$ cat config.mk
export PLATFORM = sky130hd
export DESIGN_NAME = mem_access_unit
export DESIGN_NICKNAME = d
export VERILOG_FILES = /design/src/rtl/mem_access_unit.sv
export SDC_FILE = /design/constraint.sdc
export NUM_CORES = 1
export LEC_CHECK = 0
export CAP_MARGIN = 20
export CORE_MARGIN = 5
export CORE_UTILIZATION = 25
export DETAILED_ROUTE_END_ITERATION = 10
export PLACE_DENSITY = 0.6
export SYNTH_ARGS = -nofsm -noshare
export SYNTH_HDL_FRONTEND = slang
export SYNTH_SLANG_ARGS = --single-unit
export TNS_END_PERCENT = 10
$ cat constraint.sdc
create_clock -name clk -period 4.15 [get_ports clk]
set_input_delay 1.245 -clock clk [delete_from_list [all_inputs] [get_ports clk]]
set_output_delay 1.245 -clock clk [all_outputs]
set_load 0.01 [all_outputs]
$ cat src/rtl/mem_access_unit.sv
// mem_access_unit
// Memory stage of an RV32I pipeline. It takes the EX-stage ALU result, which is
// either an effective address or write-back data, and handles byte, half and
// word loads and stores over a request/grant/response data-memory port. It
// presents registered write-back data to WB. Memory transactions stall
// upstream through a 3-state FSM. Other instructions pass through in one cycle.
//
// Ports:
//   clk, rst_n             clock, asynchronous active-low reset
//   ex_*                   instruction from EX (sampled only while stall=0)
//   stall                  upstream must hold its outputs
//   dmem_req/we/addr/      data-memory request channel, held stable until gnt
//     wdata/wstrb, dmem_gnt
//   dmem_rvalid/rdata      load response
//   wb_valid/we/rd/data    registered write-back, one pulse per instruction
//   fault                  one-cycle pulse for a misaligned or illegal memory op
module mem_access_unit (
    input  logic        clk,
    input  logic        rst_n,
    input  logic        ex_valid,
    input  logic        ex_mem_read,
    input  logic        ex_mem_write,
    input  logic [2:0]  ex_funct3,
    input  logic [31:0] ex_result,
    input  logic [31:0] ex_store_data,
    input  logic [4:0]  ex_rd,
    input  logic        ex_reg_we,
    output logic        stall,
    output logic        dmem_req,
    output logic        dmem_we,
    output logic [31:0] dmem_addr,
    output logic [31:0] dmem_wdata,
    output logic [3:0]  dmem_wstrb,
    input  logic        dmem_gnt,
    input  logic        dmem_rvalid,
    input  logic [31:0] dmem_rdata,
    output logic        wb_valid,
    output logic        wb_we,
    output logic [4:0]  wb_rd,
    output logic [31:0] wb_data,
    output logic        fault
);

    typedef enum logic [1:0] {IDLE, REQ, WAIT} state_t;

    state_t      state_q;
    logic        dmem_req_q, dmem_we_q;
    logic [31:0] dmem_addr_q, dmem_wdata_q;
    logic [3:0]  dmem_wstrb_q;
    logic        wb_valid_q, wb_we_q, fault_q;
    logic [4:0]  wb_rd_q;
    logic [31:0] wb_data_q;
    // Context of the outstanding transaction, needed to format load data
    logic [2:0]  funct3_q;
    logic [1:0]  off_q;
    logic [4:0]  rd_q;
    logic        reg_we_q;
    logic        is_store_q;

    // Misalignment or unsupported funct3 for the requested access kind
    function automatic logic mem_fault(input logic is_store, input logic [2:0] f3,
                                       input logic [1:0] off);
        logic bad;
        bad = 1'b1;
        case (f3)
            3'b000: bad = 1'b0;
            3'b001: bad = off[0];
            3'b010: bad = (off != 2'b00);
            3'b100: bad = is_store;
            3'b101: bad = is_store | off[0];
            default: bad = 1'b1;
        endcase
        return bad;
    endfunction

    function automatic logic [3:0] store_strb(input logic [2:0] f3, input logic [1:0] off);
        logic [3:0] s;
        case (f3)
            3'b000:  s = 4'b0001 << off;
            3'b001:  s = off[1] ? 4'b1100 : 4'b0011;
            default: s = 4'b1111;
        endcase
        return s;
    endfunction

    function automatic logic [31:0] store_lanes(input logic [2:0] f3, input logic [31:0] sd);
        logic [31:0] w;
        case (f3)
            3'b000:  w = {4{sd[7:0]}};
            3'b001:  w = {2{sd[15:0]}};
            default: w = sd;
        endcase
        return w;
    endfunction

    // Shift the addressed byte/half down to bit 0, then extend per funct3
    function automatic logic [31:0] load_format(input logic [2:0] f3, input logic [1:0] off,
                                                input logic [31:0] rdata);
        logic [31:0] lane;
        logic [31:0] r;
        lane = rdata >> {off, 3'b000};
        case (f3)
            3'b000:  r = {{24{lane[7]}}, lane[7:0]};
            3'b001:  r = {{16{lane[15]}}, lane[15:0]};
            3'b100:  r = {24'd0, lane[7:0]};
            3'b101:  r = {16'd0, lane[15:0]};
            default: r = lane;
        endcase
        return r;
    endfunction

    always_ff @(posedge clk or negedge rst_n) begin
        if (!rst_n) begin
            state_q      <= IDLE;
            dmem_req_q   <= 1'b0;
            dmem_we_q    <= 1'b0;
            dmem_addr_q  <= 32'd0;
            dmem_wdata_q <= 32'd0;
            dmem_wstrb_q <= 4'b0000;
            wb_valid_q   <= 1'b0;
            wb_we_q      <= 1'b0;
            wb_rd_q      <= 5'd0;
            wb_data_q    <= 32'd0;
            fault_q      <= 1'b0;
            funct3_q     <= 3'd0;
            off_q        <= 2'd0;
            rd_q         <= 5'd0;
            reg_we_q     <= 1'b0;
            is_store_q   <= 1'b0;
        end else begin
            // Retire and fault are single-cycle pulses unless re-asserted below
            wb_valid_q <= 1'b0;
            fault_q    <= 1'b0;
            case (state_q)
                IDLE: begin
                    if (ex_valid) begin
                        if (!(ex_mem_read || ex_mem_write)) begin
                            wb_valid_q <= 1'b1;
                            wb_we_q    <= ex_reg_we & (ex_rd != 5'd0);
                            wb_rd_q    <= ex_rd;
                            wb_data_q  <= ex_result;
                        end else if (mem_fault(ex_mem_write, ex_funct3, ex_result[1:0])) begin
                            wb_valid_q <= 1'b1;
                            wb_we_q    <= 1'b0;
                            fault_q    <= 1'b1;
                        end else begin
                            funct3_q     <= ex_funct3;
                            off_q        <= ex_result[1:0];
                            rd_q         <= ex_rd;
                            reg_we_q     <= ex_reg_we;
                            is_store_q   <= ex_mem_write;
                            dmem_req_q   <= 1'b1;
                            dmem_we_q    <= ex_mem_write;
                            dmem_addr_q  <= {ex_result[31:2], 2'b00};
                            dmem_wdata_q <= ex_mem_write ? store_lanes(ex_funct3, ex_store_data)
                                                         : 32'd0;
                            dmem_wstrb_q <= ex_mem_write ? store_strb(ex_funct3, ex_result[1:0])
                                                         : 4'b0000;
                            state_q      <= REQ;
                        end
                    end
                end
                REQ: begin
                    if (dmem_gnt) begin
                        dmem_req_q <= 1'b0;
                        if (is_store_q) begin
                            wb_valid_q <= 1'b1;
                            wb_we_q    <= 1'b0;
                            state_q    <= IDLE;
                        end else begin
                            state_q <= WAIT;
                        end
                    end
                end
                WAIT: begin
                    if (dmem_rvalid) begin
                        wb_valid_q <= 1'b1;
                        wb_we_q    <= reg_we_q & (rd_q != 5'd0);
                        wb_rd_q    <= rd_q;
                        wb_data_q  <= load_format(funct3_q, off_q, dmem_rdata);
                        state_q    <= IDLE;
                    end
                end
                default: state_q <= IDLE;
            endcase
        end
    end

    assign stall      = (state_q != IDLE);
    assign dmem_req   = dmem_req_q;
    assign dmem_we    = dmem_we_q;
    assign dmem_addr  = dmem_addr_q;
    assign dmem_wdata = dmem_wdata_q;
    assign dmem_wstrb = dmem_wstrb_q;
    assign wb_valid   = wb_valid_q;
    assign wb_we      = wb_we_q;
    assign wb_rd      = wb_rd_q;
    assign wb_data    = wb_data_q;
    assign fault      = fault_q;

endmodule

==> metrics.log <==
INFO  metric status = complete, no violations
INFO  metric post-route-util = 38.0%
INFO  metric tritoncts = yes
INFO  metric worst_path_largest_cell_delay = 0.52 ns
INFO  metric worst_pin_slew = 0.984 ns
INFO  metric clkTransAtPathRegs = 0.06 ns
INFO  metric fillers = 2484
INFO  metric detailroute.via_count = 5491
INFO  metric hold_slack = 0.470 ns
INFO  metric ctsHtreeMaxLevel = 4
INFO  metric startpoint_type = flop
INFO  metric grt_max_degree = 89
INFO  metric powerDensity = 711 nW/um^2
INFO  metric grt-ovfl-total = 0
INFO  metric antenna_found_initial = 0
INFO  metric achievable-frequency = 0.308 GHz
INFO  metric fp.dieArea = 27500 um^2
INFO  metric global_route.usage.total = 15.4%
INFO  metric first_global_vias = 5650
INFO  metric worst-path-max-fanout = 10
INFO  metric cts-root-to-sink-buffers = 2
INFO  metric worst_path_most_repeated_cell = sky130_fd_sc_hd__inv_1
INFO  metric yosys_top_cell_area_share = 49.9%
INFO  metric post_cts_resize_count = 0
INFO  metric floorplan_die_width = 166 um
INFO  metric drc_violations = 0
INFO  metric finalPower = 6.51 mW
INFO  metric synth-seq-cells = 121
INFO  metric clock_sink_count = 121
INFO  metric yosys_warnings = 0
INFO  metric routed_wirelength = 21100 um
INFO  metric detail_route.wl_per_cell = 17.8 um
INFO  metric crit_path_end_kind = primary output
INFO  metric clock_skew = 0.0163 ns
INFO  metric synth.cell_area = 6070 um^2
INFO  metric vertical_die_dimension = 166 um
INFO  metric slew_headroom = 34.4%
INFO  metric firstDrtPassIters = 4
INFO  metric cts_post_setup_buffers_inserted = 0
INFO  metric synth-edff-count = 0
INFO  metric report.final.hold_viol_count = 0
INFO  metric ir_worst_vdd = 0.279 mV
INFO  metric synth_async_sr_flop_share = 100%
INFO  metric ys_top_cells_by_area = sky130_fd_sc_hd__dfrtp_1 (50%), sky130_fd_sc_hd__nand2_1 (11%), sky130_fd_sc_hd__mux2_2 (5.0%), sky130_fd_sc_hd__nor2_1 (4.5%), sky130_fd_sc_hd__mux2i_1 (4.0%)
INFO  metric multiInputGateArea = 2820 um^2
INFO  metric drt.antenna.violating_nets = 0
INFO  metric drt_iter0_drc = 323
INFO  metric min_period_over_period = 78.2%
INFO  metric postSynth.topFlopCell = sky130_fd_sc_hd__dfrtp_1
INFO  metric ios = 223
INFO  metric synthDistinctLibCells = 42
INFO  metric post_synth_inst_count = 646
INFO  metric path_class = flop to primary output
INFO  metric synth.largest_area_cell = sky130_fd_sc_hd__dfrtp_1
INFO  metric register_area = 3030 um^2
INFO  metric placementRows = 57
INFO  metric crit_path_dat = 2.00 ns
INFO  metric mostFrequentLayoutCells = sky130_fd_sc_hd__clkdlybuf4s50_1 (219), sky130_fd_sc_hd__nand2_1 (180), sky130_fd_sc_hd__dfrtp_1 (121)
INFO  metric nets = 964
INFO  metric cts_hold_repair.buffers = 0
INFO  metric drv.max_cap_violation_count = 0
INFO  metric hp-class = flop to flop
INFO  metric clkLatencyLatePin = 0.41 ns
INFO  metric cts.root.buffer_cell = sky130_fd_sc_hd__clkbuf_16
INFO  metric worstPathCellList = inv_1 -> ha_1 -> inv_1 -> clkdlybuf4s50_1
INFO  metric area_delta_synth_final = 50.9%
INFO  metric regToRegSetupSlack = 1.49 ns
INFO  metric slew_viol_final = 0
INFO  metric grt_pass1_wl = 33900 um
INFO  metric tritoncts.num_buffers = 17
INFO  metric dpl_wire_length = 15300 um
INFO  metric initial_core_utilization = 25.2%
INFO  metric layout_commonest_cell = sky130_fd_sc_hd__clkdlybuf4s50_1
INFO  metric buffer_ports.inserted = 220
INFO  metric post_route_cells_drive_above_1_share = 10.1%
INFO  metric unrepaired_setup_endpoints_after_global_routing = no
INFO  metric post-route-min-period = 3.24 ns
INFO  metric synthesis.area_per_instance = 9.39 um^2
INFO  metric setup_viol = 0
INFO  metric place_congestion = 0.783
INFO  metric vias_per_cell = 4.63
INFO  metric worst_path_max_delay_cell = sky130_fd_sc_hd__clkdlybuf4s50_1
INFO  metric required = 2.90 ns
INFO  metric area_of_the_core_region = 24100 um^2
INFO  metric leakagePower = 3.89 nW
INFO  metric tns = 0 ns
INFO  metric ys_seq_area_share = 49.9%
INFO  metric n_antenna_cell = 0
## flip-flops by register name, summed over array words and instances, names as in the netlist
signal,cells
dmem_wstrb,4
fault,1
dmem_addr,30
wb_rd,5
rd_q,5
dmem_wdata,32
wb_data,32
dmem_req,1
wb_we,1
off_q,2
wb_valid,1
funct3_q,3
reg_we_q,1
state_q,2
is_store_q,1
## worst max-delay path: cells and delay by family (launching register included)
family / cells / cell delay [ns]
adder cells (fa/ha/maj): 1 / 0.41
flip-flops: 1 / 0.40
buffers and inverters: 3 / 0.79
## worst paths after layout
check                                    start             end  depth (start not counted)
worst min-delay path            dmem_wdata[18]  dmem_wdata[18]                          2
min in group asynchronous                rst_n  dmem_wdata[24]                          1
max in group asynchronous                rst_n      wb_data[4]                          2
worst max register to register        off_q[1]     wb_data[29]                          4
worst max-delay path                state_q[0]           stall                          4
worst min register to register  dmem_wdata[18]  dmem_wdata[18]                          2
## metrics by stage
stage	setup slack, ns	area (um^2)	instances
floorplan	1.45	6070	647
global placement	0.585	8560	1153
detailed placement	0.520	8560	1153
CTS	0.876	9150	1185
global route	0.776	9150	1185
finish	0.906	9150	1185
## area by class of cell
cell class | count | area share (%)
tap | 324 | 4.43
clock buffer | 17 | 4.65
sequential | 121 | 33.1
timing repair buffer | 230 | 25.0
clock inverter | 15 | 1.82
inverter | 6 | 0.246
multi-input combinational | 472 | 30.8
## cells in the mapped netlist, types with 2 or more instances
library cell and count:
sky130_fd_sc_hd__buf_1 6, sky130_fd_sc_hd__mux2_2 27, sky130_fd_sc_hd__a22oi_1 9, sky130_fd_sc_hd__a22o_1 16, sky130_fd_sc_hd__o2111ai_1 2, sky130_fd_sc_hd__mux2i_1 24
sky130_fd_sc_hd__nand3_1 14, sky130_fd_sc_hd__o21ai_1 6, sky130_fd_sc_hd__buf_4 2, sky130_fd_sc_hd__or4_1 2, sky130_fd_sc_hd__nor4_1 3, sky130_fd_sc_hd__clkbuf_1 17
sky130_fd_sc_hd__dfrtp_1 121, sky130_fd_sc_hd__nand2b_1 18, sky130_fd_sc_hd__nand2_1 180, sky130_fd_sc_hd__mux4_2 8, sky130_fd_sc_hd__nor2_1 72, sky130_fd_sc_hd__o21ai_0 12
sky130_fd_sc_hd__a221oi_1 25, sky130_fd_sc_hd__inv_1 6, sky130_fd_sc_hd__a21oi_1 25, sky130_fd_sc_hd__nor2b_1 6, sky130_fd_sc_hd__ha_1 4, sky130_fd_sc_hd__buf_2 20
sky130_fd_sc_hd__or2_2 2, sky130_fd_sc_hd__buf_6 3
## power breakdown
part	internal, mW	switching (mW)
combinational	1.54	1.34
clock	0.895	0.600
sequential	1.73	0.400
total	4.17	2.34
## metal layers
layer  vias up  wire [um]  share of wire [%]  global-route usage (%)
li1       2623          -                  -                       -
met1      2683       9740                 46                    20.9
met2       176       9840                 47                    24.3
met3         9       1440                6.8                    5.24
met4         0        108               0.51                    2.87
met5         -          0                  0                       0
## cell families after synthesis
family | count (synthesis) | share of synthesized area (%)
AOI/OAI and AO/OA | 107 | 12.6
and+or+nand+nor | 300 | 20.4
muxes | 59 | 11.9
DFF | 121 | 49.9
buffers and inverters | 54 | 4.25
other | 1 | 0.0618
adders and majority gates | 4 | 0.825
Note: power is estimated with default switching activity, not from simulation.
